## src/rtl/load_store_unit.sv

```systemverilog
// Load/store unit: turns byte/half/word requests into aligned word accesses,
// with read-modify-write for sub-word stores and sign/zero extension on loads.
module load_store_unit #(
    parameter int unsigned MEM_BYTES = 25
) (
    input  logic        clk,
    input  logic        rst,
    input  logic        req_valid,
    output logic        req_ready,
    input  logic        req_write,
    input  logic [1:0]  req_size,
    input  logic        req_signed,
    input  logic [31:0] req_addr,
    input  logic [31:0] req_wdata,
    output logic        resp_valid,
    output logic [31:0] resp_rdata,
    output logic [1:0]  resp_err,
    output logic [31:0] mem_addr,
    output logic [31:0] mem_wdata,
    output logic        mem_re,
    output logic        mem_we,
    input  logic [31:0] mem_rdata
);

    localparam int unsigned AW = 33;

    typedef enum logic [1:0] {IDLE, RD, WR, RESP} state_e;

    state_e      state_q;
    logic        write_q;
    logic        signed_q;
    logic [1:0]  size_q;
    logic [1:0]  lane_q;
    logic [15:0] wdata_q;
    logic        ready_q;
    logic        resp_valid_q;
    logic [31:0] resp_rdata_q;
    logic [1:0]  resp_err_q;
    logic [31:0] mem_addr_q;
    logic [31:0] mem_wdata_q;
    logic        mem_re_q;
    logic        mem_we_q;

    logic [31:0] word_addr_c;
    logic        misalign_c;
    logic        range_c;
    logic [7:0]  byte_c;
    logic [15:0] half_c;
    logic [31:0] load_c;
    logic [31:0] merge_c;

    assign word_addr_c = {req_addr[31:2], 2'b00};
    assign misalign_c  = (req_size == 2'b11)
                      || (req_size == 2'b01 && req_addr[0])
                      || (req_size == 2'b10 && req_addr[1:0] != 2'b00);
    // 33-bit sum so addresses near the top of the space cannot wrap into range
    assign range_c     = (AW'({1'b0, word_addr_c}) + AW'(4)) > AW'(MEM_BYTES);

    assign byte_c = 8'(mem_rdata >> {lane_q, 3'b000});
    assign half_c = lane_q[1] ? mem_rdata[31:16] : mem_rdata[15:0];

    always_comb begin
        load_c = mem_rdata;
        case (size_q)
            2'b00:   load_c = signed_q ? {{24{byte_c[7]}}, byte_c} : {24'h0, byte_c};
            2'b01:   load_c = signed_q ? {{16{half_c[15]}}, half_c} : {16'h0, half_c};
            default: load_c = mem_rdata;
        endcase
    end

    // Sub-word store: splice the new lane(s) into the word just read
    always_comb begin
        merge_c = mem_rdata;
        case (size_q)
            2'b00: begin
                case (lane_q)
                    2'd0:    merge_c[7:0]   = wdata_q[7:0];
                    2'd1:    merge_c[15:8]  = wdata_q[7:0];
                    2'd2:    merge_c[23:16] = wdata_q[7:0];
                    default: merge_c[31:24] = wdata_q[7:0];
                endcase
            end
            2'b01: begin
                if (lane_q[1]) merge_c[31:16] = wdata_q;
                else           merge_c[15:0]  = wdata_q;
            end
            default: merge_c = mem_rdata;
        endcase
    end

    always_ff @(posedge clk or posedge rst) begin
        if (rst) begin
            state_q      <= IDLE;
            write_q      <= 1'b0;
            signed_q     <= 1'b0;
            size_q       <= 2'b00;
            lane_q       <= 2'b00;
            wdata_q      <= 16'h0;
            ready_q      <= 1'b1;
            resp_valid_q <= 1'b0;
            resp_rdata_q <= 32'h0;
            resp_err_q   <= 2'b00;
            mem_addr_q   <= 32'h0;
            mem_wdata_q  <= 32'h0;
            mem_re_q     <= 1'b0;
            mem_we_q     <= 1'b0;
        end else begin
            case (state_q)
                IDLE: begin
                    if (req_valid) begin
                        write_q  <= req_write;
                        signed_q <= req_signed;
                        size_q   <= req_size;
                        lane_q   <= req_addr[1:0];
                        wdata_q  <= req_wdata[15:0];
                        ready_q  <= 1'b0;
                        if (misalign_c || range_c) begin
                            state_q      <= RESP;
                            resp_valid_q <= 1'b1;
                            resp_err_q   <= {range_c & ~misalign_c, misalign_c};
                        end else if (req_write && req_size == 2'b10) begin
                            state_q     <= WR;
                            mem_we_q    <= 1'b1;
                            mem_addr_q  <= word_addr_c;
                            mem_wdata_q <= req_wdata;
                        end else begin
                            state_q    <= RD;
                            mem_re_q   <= 1'b1;
                            mem_addr_q <= word_addr_c;
                        end
                    end
                end
                RD: begin
                    mem_re_q <= 1'b0;
                    if (write_q) begin
                        state_q     <= WR;
                        mem_we_q    <= 1'b1;
                        mem_wdata_q <= merge_c;
                    end else begin
                        state_q      <= RESP;
                        resp_valid_q <= 1'b1;
                        resp_rdata_q <= load_c;
                    end
                end
                WR: begin
                    mem_we_q     <= 1'b0;
                    state_q      <= RESP;
                    resp_valid_q <= 1'b1;
                end
                RESP: begin
                    resp_valid_q <= 1'b0;
                    resp_rdata_q <= 32'h0;
                    resp_err_q   <= 2'b00;
                    ready_q      <= 1'b1;
                    state_q      <= IDLE;
                end
                default: state_q <= IDLE;
            endcase
        end
    end

    assign req_ready  = ready_q;
    assign resp_valid = resp_valid_q;
    assign resp_rdata = resp_rdata_q;
    assign resp_err   = resp_err_q;
    assign mem_addr   = mem_addr_q;
    assign mem_wdata  = mem_wdata_q;
    assign mem_re     = mem_re_q;
    assign mem_we     = mem_we_q;

endmodule

```

## config.mk

```make
export PLATFORM = sky130hd
export DESIGN_NAME = load_store_unit
export DESIGN_NICKNAME = d
export VERILOG_FILES = /design/src/rtl/load_store_unit.sv
export SDC_FILE = /design/constraint.sdc
export NUM_CORES = 1
export LEC_CHECK = 0
export BUFFER_PORTS_ARGS = -buffer_cell sky130_fd_sc_hd__buf_2
export CELL_PAD_IN_SITES_DETAIL_PLACEMENT = 0
export CELL_PAD_IN_SITES_GLOBAL_PLACEMENT = 2
export CORE_UTILIZATION = 34
export CTS_CLUSTER_SIZE = 30
export DETAILED_ROUTE_END_ITERATION = 7
export GPL_TIMING_DRIVEN = 0
export PLACE_DENSITY = 0.84
export SLEW_MARGIN = 5
export SYNTH_ARGS = -nofsm -noshare
export SYNTH_HDL_FRONTEND = slang
export SYNTH_SLANG_ARGS = --single-unit
```

## constraint.sdc

```tcl
create_clock -name clk -period 10.9 [get_ports clk]
set_input_delay 0.545 -clock clk [delete_from_list [all_inputs] [get_ports clk]]
set_output_delay 0.545 -clock clk [all_outputs]
set_load 0.05 [all_outputs]
```

== Word level (Yosys, flattened, before mapping) ==
Cells that the tools add are included.
W data, S select, Z words.
Word-level totals
  register bits after elaboration: 124
  latch bits: 0
  bits in writable memories: 0
  bits in read-only memories: 0
  input port bits: 103
  output and inout bits: 102
  logic and storage cells: 101
  memories: 0
Operators by class
  add/sub/neg operators: 1
  $mul: 0
  divide/modulo/power cells: 0
  order comparisons: 1
  equal/unequal tests: 16
  shift-type cells: 1
  multiplexer cells: 41
  bitwise logic cells: 3
  reductions and logical operators: 24
Operators by type and width (number)
  $pmux W32 S2: 4
  $mux W32: 7
  $mux W16: 3
  $add A32 B3 Y33 const B: 1
  $gt A33 B5 Y1 const B: 1
  $mux W8: 4
  $shr A32 B5 Y8: 1
  $ne A2 B2 Y1 const B: 7
  $mux W1: 12
  $eq A2 B2 Y1 const B: 5
  $mux W2: 5
  $reduce_and A5 Y1: 2
  $reduce_and A3 Y1: 3
  $eq A2 B1 Y1 const B: 4
  $pmux W2 S4: 1
  $reduce_bool A2 Y1: 4
  $logic_not A2 Y1: 3
  $reduce_and A2 Y1: 3
  $pmux W1 S2: 2
  $pmux W1 S4: 1
  $pmux W2 S2: 1
  $reduce_and A4 Y1: 1
  $logic_and A1 B1 Y1: 3
  $logic_or A1 B1 Y1: 3
  5 further kinds: 6

== Longest topological paths before layout ==
Gate-level depths: netlist of run 1.
  word-level depth: 9
  depth in mapped cells: 12

== Least setup slack after synthesis of run 1 ==
No wires, ideal clock.
  path kind: input to register
  from: input port req_addr[2]
  to: register mem_addr_q[2] (netlist: mem_addr[2])
  library setup time: 125 ps
  arrival time: 2606 ps
  path slack: 8169 ps
  stages: 9
  buffers on the path: 1
  cells stage by stage: ha_1 nand3_1 nor3_2 o2111ai_1 a211o_1 a211oi_2 and3_1 buf_4 mux2_2
On the way
  cells in the longest elaborated chain, start to end: 5
RTL lines
  start, declared: RTL line 13  | input logic [31:0] req_addr,
  $add A32 B3 Y33: RTL line 57  | assign range_c = (AW'({1'b0, word_addr_c}) + AW'(4)) > AW'(MEM_BYTES);
  $gt A33 B5 Y1: RTL line 57
  $logic_or A1 B1 Y1: RTL line 117  | if (misalign_c || range_c) begin
  $not A1 Y1 (no source line)
  $reduce_and A3 Y1 (no source line)
  end signal, assigned: RTL line 124  | mem_addr_q <= word_addr_c;
  end signal, assigned: RTL line 129  | mem_addr_q <= word_addr_c;
  end, declared: RTL line 39  | logic [31:0] mem_addr_q;
Several ways; a longest one is shown, not always the timed one.
A chain may end at the register's enable or synchronous reset.

== Worst setup path after layout of run 1 ==
  from: input port req_addr[2]
  to: register mem_wdata_q[23] (netlist: mem_wdata[23])
On the way
  cells in the longest elaborated chain, start to end: 5
RTL lines
  $add A32 B3 Y33: RTL line 57
  $gt A33 B5 Y1: RTL line 57
  $logic_or A1 B1 Y1: RTL line 117
  $ne A2 B2 Y1 (no source line)
  $reduce_and A5 Y1 (no source line)
  end signal, assigned: RTL line 125  | mem_wdata_q <= req_wdata;
  end signal, assigned: RTL line 138  | mem_wdata_q <= merge_c;
  end, declared: RTL line 40  | logic [31:0] mem_wdata_q;
Every way passes these cells.

==> summary.md, run 1 <==
| Metric | Value |
|---|---|
| Placed cells | 1,409 |
| Final worst path period need | 3.16 ns |
| Cell count along the critical path | 12 |
| Worst Hold Class | in2async |
| IO Port Bufs | 200 |
| Mean Syn Cell Area | 8.88 um^2 |
| Global placement routability congestion | 0.948 |
| Total power | 2860 uW |
| Final hold viol count | 0 |
| Fillers | 2,325 |
| R2R Path End | resp_rdata[21] |
| Req. time, crit path | 11.26 ns |
| Most numerous cell in the Yosys netlist | dfrtp_1 |
| Utilization after layout | 43.3% |
| Remaining antenna violation count after routing | 0 |
| RSZ-0062 raised after global routing | false |
| Top cells by area, synth | dfrtp_1 39%, a31oi_1 7.3%, mux2_2 6.0%, nand2_1 5.3%, a221oi_1 3.6% |
| Slowest CP cell | nor3_2 |
| Post-Syn Area | 7940 um^2 |
| Via density | 5.57 |
| Critical Path End | mem_wdata[23] |
| Wire length per cell | 20.1 um |
| Reg2reg start | state_q[1] |
| Die area | 24,000 um^2 |
| CTS root buffer | clkbuf_16 |
| HPWL Detailed | 21,800 um |
| Cts hold-fix bufs | 0 |
| Post-CTS setup buffer count | 0 |
| Crit Path Class | in2reg |
| Synth Area in Compound Gates | 23.8% |
| Worst-Margin Slew | 0.811 ns |
| Syn. warnings | 0 |
| Crit start category | input port |
| Post-Synth Simple-Gate Area | 22.2% |
| Post-synthesis async set-or-reset flop share | 100% |
| Post-cts resize count | 0 |
| Setup TNS | 0 ns |
| Synth Instances | 894 |
| WHS | 0.118 ns |
| Grt ovf | 0 |
| PwrDens | 289 nW/um^2 |
| Final period utilization | 29.0% |
| Top post-synthesis cells by count | 123 x dfrtp_1, 113 x nand2_1, 93 x a31oi_1, 64 x clkbuf_1, 46 x nor2b_1 |
| Critical Path AT | 3.52 ns |
| Yosys cell types | 67 |
| Fmax | 317 MHz |
| Mux cell area share after synthesis | 9.36% |
| Leakage power | 0.00462 uW |
| Peak VDD IR | 111 uV |
| Top-level port count | 205 |
| Outcome | complete, no violations |
| CTS tree | built |
| Syn-to-layout area delta | 24.3% |
| Global Route Usage Sum | 24.6% |
| EDFF count, synth | 0 |
| Die H | 155 um |
| Total Wirelength | 29,000 um |
| Rows | 55 |
| Max incr delay on CP | 0.48 ns |
| Worst path top cell family by delay | compound AO/OA/AOI/OAI gates |
| Drt initial violations | 585 |
| Critical path launch point | req_addr[2] |
| Worst r2r path cells | 9 |
| Register area share after synthesis | 39.1% |
| Top FF cell, synth | dfrtp_1 |
| Layout Cells excl Fill | 1,440 |
| Largest net degree at the start of global routing | 86 |
| Crit. End Element | flip-flop |
| Largest family of logic cells by synthesized area | compound AO/OA/AOI/OAI gates |
| Initial antenna violation count | 0 |
| Worst path cell trace | buf_2 -> ha_1 -> nand3_1 -> nor3_2 -> o2111ai_1 -> a211o_1 -> a211oi_2 -> and3_1 -> buf_4 -> buf_2 -> a31oi_1 -> nand2_1 |
| Vias after detailed routing | 8,015 |
| Final setup violation count | 0 |
| Vias in the first global route | 7,776 |
| Share of cells above drive strength 1 | 25.7% |
| Initial Utilization | 34.9% |
| Clock latency on the worst-skew pair | 0.43 ns |
| Fin nets | 1,223 |
| FF-to-FF setup slack | 7.87 ns |
| Worst Path Buf+Inv | 3 |
| Top cell type by total area after synthesis | dfrtp_1 |
| Post-synth top area share | 38.8% |
| Maxcap violations | 0 |
| Slew Limit Headroom | 45.7% |
| Synth Area in Adders | 0.788% |
| CTS H-tree depth | 4 |
| Core area | 22,800 um^2 |
| CP max FO | 10 |
| Synth Area in XOR/XNOR | 0.331% |
| First-pass DRT Iterations | 7 |
| First-pass GRT wire length | 45,000 um |
| CTS Buf Count | 17 |
| CTS clk-pin slew, worst paths | 0.06 ns |
| Drt drc | 0 |
| Final Max Tran Viols | 0 |
| Cell mode on critical path | buf_2 |
| Num Clock Sinks | 124 |
| Die X | 155 um |
| Yosys reg bits | 124 |
| Clock Skew | 0.00630 ns |
| Max Root-Sink Buffers | 2 |
[metrics by stage]
stage / setup slack (ns) / cell area (um^2)
after CTS: 7.72 / 9870
after floorplan: 7.06 / 7940
after global routing: 7.45 / 9870
after global placement: 5.32 / 9340
after detailed placement: 7.26 / 9370
final: 7.74 / 9870
[per-layer routing]
metal,routed length (um),track usage (%)
met1,13400,33.7
met2,12700,36.9
met3,1980,6.50
met4,902,9.52
met5,0,0
[registers in the layout, summed over array words and instances (netlist names), 2 cells and up]
name / cells
wdata_q: 16
resp_err: 2
resp_rdata: 32
mem_addr: 30
size_q: 2
mem_wdata: 32
lane_q: 2
state_q: 2
[worst min path at each step]
stage | endpoint | depth (start not counted) | slack, ns | from
finish | resp_rdata[5] | 2 | 0.12 | rst
detailed placement | resp_rdata[2] | 2 | 0.45 | resp_rdata[2]
global placement | resp_rdata[1] | 2 | 0.45 | resp_rdata[1]
CTS | resp_rdata[6] | 2 | 0.12 | rst
floorplan | wdata_q[8] | 2 | 0.47 | wdata_q[8]
global route | signed_q | 2 | 0.14 | rst
[where the power goes]
part | switching (uW) | total [uW] | internal, uW
combinational | 1090 | 1600 | 510
sequential | 144 | 753 | 610
clock | 214 | 505 | 291
[worst register-to-register path: stages (launching register included)]
cell      delay (ns)
dfrtp_1         0.41
inv_1           0.09
ha_1            0.13
clkbuf_1        0.38
nor2b_1         0.23
and2_1          0.15
clkbuf_1        0.37
a21boi_1        0.58
clkbuf_1        0.42
a22o_1          0.21
[logic make-up (layout without fill, tap and decap cells)]
group,after synthesis,in the layout
AND/OR/NAND/NOR,334,334
AO/OA/AOI/OAI,270,270
flip-flops,124,124
buffers and inverters,88,319
multiplexers,69,69
adder cells (fa/ha/maj),5,5
XOR/XNOR,3,3
other,1,3
[final cells by class]
cell class | count | area (um^2) | area share [%]
Buffer | 77 | 310 | 3.14
Clock buffer | 22 | 454 | 4.60
Tap cell | 313 | 392 | 3.97
Antenna cell | 1 | 2.50 | 0.0253
Timing Repair Buffer | 201 | 1030 | 10.4
Multi-Input combinational cell | 683 | 4490 | 45.5
Sequential cell | 124 | 3100 | 31.4
Clock inverter | 8 | 47.5 | 0.482
Inverter | 11 | 46.3 | 0.469
[placed cells by master (no fill, tap or decap), types with 11 or more instances in the layout]
cell type	instances
buf_2	205
dfrtp_1	123
nand2_1	113
a31oi_1	93
clkbuf_1	68
nor2b_1	46
mux2_2	42
nor2_1	40
and3_1	40
o21ai_0	33
a221oi_1	33
nand2b_1	30
mux2i_1	27
a21oi_1	24
a22o_1	18
clkbuf_16	17
a22oi_1	16
nand3_1	13
nor3_1	12
o221ai_1	11
Note: power is estimated with default switching activity, not from simulation.
==> run 2: changes to the inputs <==
ABC_AREA = 1   (was unset)
CORE_UTILIZATION = 29   (was 34)
PLACE_DENSITY = 0.79   (was 0.84)
clock period = 3.13 ns   (was 10.9 ns; I/O delays follow)
==> summary.md, run 2 <==
| Metric | Value |
|---|---|
| Outcome | complete, no violations |
| Top FF cell, synth | dfrtp_1 |
| Die X | 163 um |
| DP Worst Slack | -0.0739 ns |
| Initial antenna violation count | 2 |
| Final worst setup slack | 0.352 ns |
| Share of cells above drive strength 1 | 23.5% |
| Syn. warnings | 0 |
| Die H | 163 um |
| Critical Path AT | 3.08 ns |
| RSZ-0062 raised after global routing | false |
| Placed cells | 1,594 |
| Top cell type by total area after synthesis | dfrtp_1 |
| Top post-synthesis cells by count | 286 x nand2_1, 150 x inv_1, 123 x dfrtp_1, 120 x nor2_1, 82 x o21ai_0 |
| Final hold viol count | 0 |
| Post-CTS setup buffer count | 0 |
| Clock latency on the worst-skew pair | 0.43 ns |
| IO Port Bufs | 202 |
| GRT met1 Usage | 28.9% |
| Vias in the first global route | 7,428 |
| Top-level port count | 205 |
| PwrDens | 1040 nW/um^2 |
| R2R Path End | resp_rdata[16] |
| CTS Buf Count | 17 |
| Req. time, crit path | 3.43 ns |
| Core area | 25,300 um^2 |
| Worst Min Path Start | mem_rdata[18] |
| Yosys reg bits | 124 |
| Slew Limit Headroom | 47.0% |
| N_diodes | 0 |
| Rows | 58 |
| Maxcap violations | 0 |
| Hold depth | 3 |
| CTS clk-pin slew, worst paths | 0.06 ns |
| Crit. End Element | flip-flop |
| Clock Skew | 0.0239 ns |
| Max incr delay on CP | 0.52 ns |
| Hold EP | resp_rdata[18] |
| CTS H-tree depth | 4 |
| Worst path cell trace | dlygate4sd3_1 -> buf_2 -> ha_1 -> nand3_4 -> nor2_4 -> nand2_2 -> nand2_1 -> nand2_1 -> nor2_1 -> nand2_1 -> nor3_2 -> nand4_2 -> nor2_1 -> buf_4 -> buf_6 -> nor2_1 |
| Grt ovf | 0 |
| Worst r2r path cells | 12 |
| Busiest metal layer after global routing | met2 |
| Post-synthesis async set-or-reset flop share | 100% |
| Fin nets | 1,411 |
| Initial Utilization | 29.7% |
| Mean Syn Cell Area | 7.09 um^2 |
| Crit start category | input port |
| Met2 Use GR | 34.3% |
| Largest net degree at the start of global routing | 38 |
| Worst Hold Class | in2reg |
| Final setup violation count | 0 |
| Final Max Tran Viols | 0 |
| CP max FO | 10 |
| Top cells by area, synth | dfrtp_1 41%, nand2_1 14%, inv_1 7.5%, nor2_1 6.0%, o21ai_0 5.5% |
| Final period utilization | 88.7% |
| Num Clock Sinks | 124 |
| Most frequent cells in the layout | 286 x nand2_1, 205 x buf_2, 149 x inv_1 |
| Worst-Margin Slew | 0.792 ns |
| Die area | 26,500 um^2 |
| HPWL Detailed | 21,800 um |
| Met3 GRT Util | 3.57% |
| Synth Instances | 1,058 |
| Total Wirelength | 27,600 um |
| Total power | 10,300 uW |
| Fmax | 360 MHz |
| Crit Path Class | in2reg |
| Final instance area | 9890 um^2 |
| Peak VDD IR | 528 uV |
| EDFF count, synth | 0 |
| Global Route Usage Sum | 21.1% |
| Post-Syn Area | 7500 um^2 |
| First-pass GRT wire length | 42,000 um |
| Yosys cell types | 43 |
| Post-synth top area share | 41.0% |
| Register area share after synthesis | 41.4% |
| Drt drc | 0 |
| Slowest CP cell | dlygate4sd3_1 |
| Remaining antenna violation count after routing | 0 |
| Most common cell after layout, fill and taps aside | nand2_1 |
| First-pass DRT Iterations | 6 |
| Final worst path period need | 2.78 ns |
| Drt initial violations | 536 |
| Syn-to-layout area delta | 31.8% |
| Reg2reg start | state_q[1] |
| Via density | 4.68 |
| Global placement routability congestion | 0.886 |
| Area after DPL | 8990 um^2 |
| Leakage power | 0.00500 uW |
| FF-to-FF setup slack | 0.40 ns |
| CTS root buffer | clkbuf_16 |
| Vias after detailed routing | 7,705 |
| Max Root-Sink Buffers | 2 |
| Most numerous cell in the Yosys netlist | nand2_1 |
| Wire length per cell | 16.8 um |
| Layout Cells excl Fill | 1,646 |
| CTS tree | built |
## run 2: worst max-delay path by stage
stage	slack [ns]	depth (start not counted)	to	from
6_report	0.35	16	mem_addr[23]	req_addr[3]
5_1_grt	0.07	16	mem_addr[20]	req_addr[3]
4_1_cts	0.19	12	resp_rdata[16]	state_q[1]
3_5_place_dp	-0.07	12	resp_rdata[16]	state_q[1]
3_3_place_gp	-0.08	12	resp_rdata[20]	state_q[1]
2_1_floorplan	0.85	12	resp_rdata[16]	state_q[1]
## run 2: area by class of cell
class	count	area, um^2
fillers	2812	15400
multi-input cells	740	3600
flip-flops and latches	124	3100
repair buffers	225	1270
inverters	156	593
clock buffers	18	439
well taps	330	413
clock inverters	14	243
plain buffers	39	225
## run 2: power breakdown
| part | internal [uW] | switching, uW | leakage (uW) |
|---|---|---|---|
| clock | 1520 | 787 | 0.000334 |
| combinational | 1420 | 3990 | 0.00318 |
| sequential | 2170 | 367 | 0.00149 |
## run 2: timing repair
item	in CTS	in global routing
hold buffers	20	0
pin swaps	0	0
setup endpoints to repair	10	10
resized for setup	1	2
cloned	0	0
endpoints found under the hold margin	42	0
## run 2: critical path, delay by kind of cell
| family | cells | cell delay, ns |
|---|---|---|
| AND/OR/NAND/NOR | 11 | 1.56 |
| adder cells (fa/ha/maj) | 1 | 0.28 |
| buffers and inverters | 4 | 1.08 |
## run 2: layer usage
layer	wire length [um]	vias up
li1	-	3919
met1	13200	3547
met2	12700	217
met3	1410	18
met4	255	4
met5	16	-
## run 2: logic make-up after synthesis
logic type	synth area share, %
and+or+nand+nor	27.2
AOI/OAI and AO/OA	19.4
buffers and inverters	10.8
DFF	41.4
adders and majority gates	0.834
xor gates and xnor gates	0.350
other	0.0500
## run 2: through the flow
step,setup TNS (ns),utilization [%],hold WS [ns]
after floorplan,0,-,0.266
after global placement,-0.787,35.4,0.373
after detailed placement,-0.670,35.6,0.255
after CTS,0,39.1,0.00340
after global routing,0,39.2,0.0315
final,0,39.2,0.0234
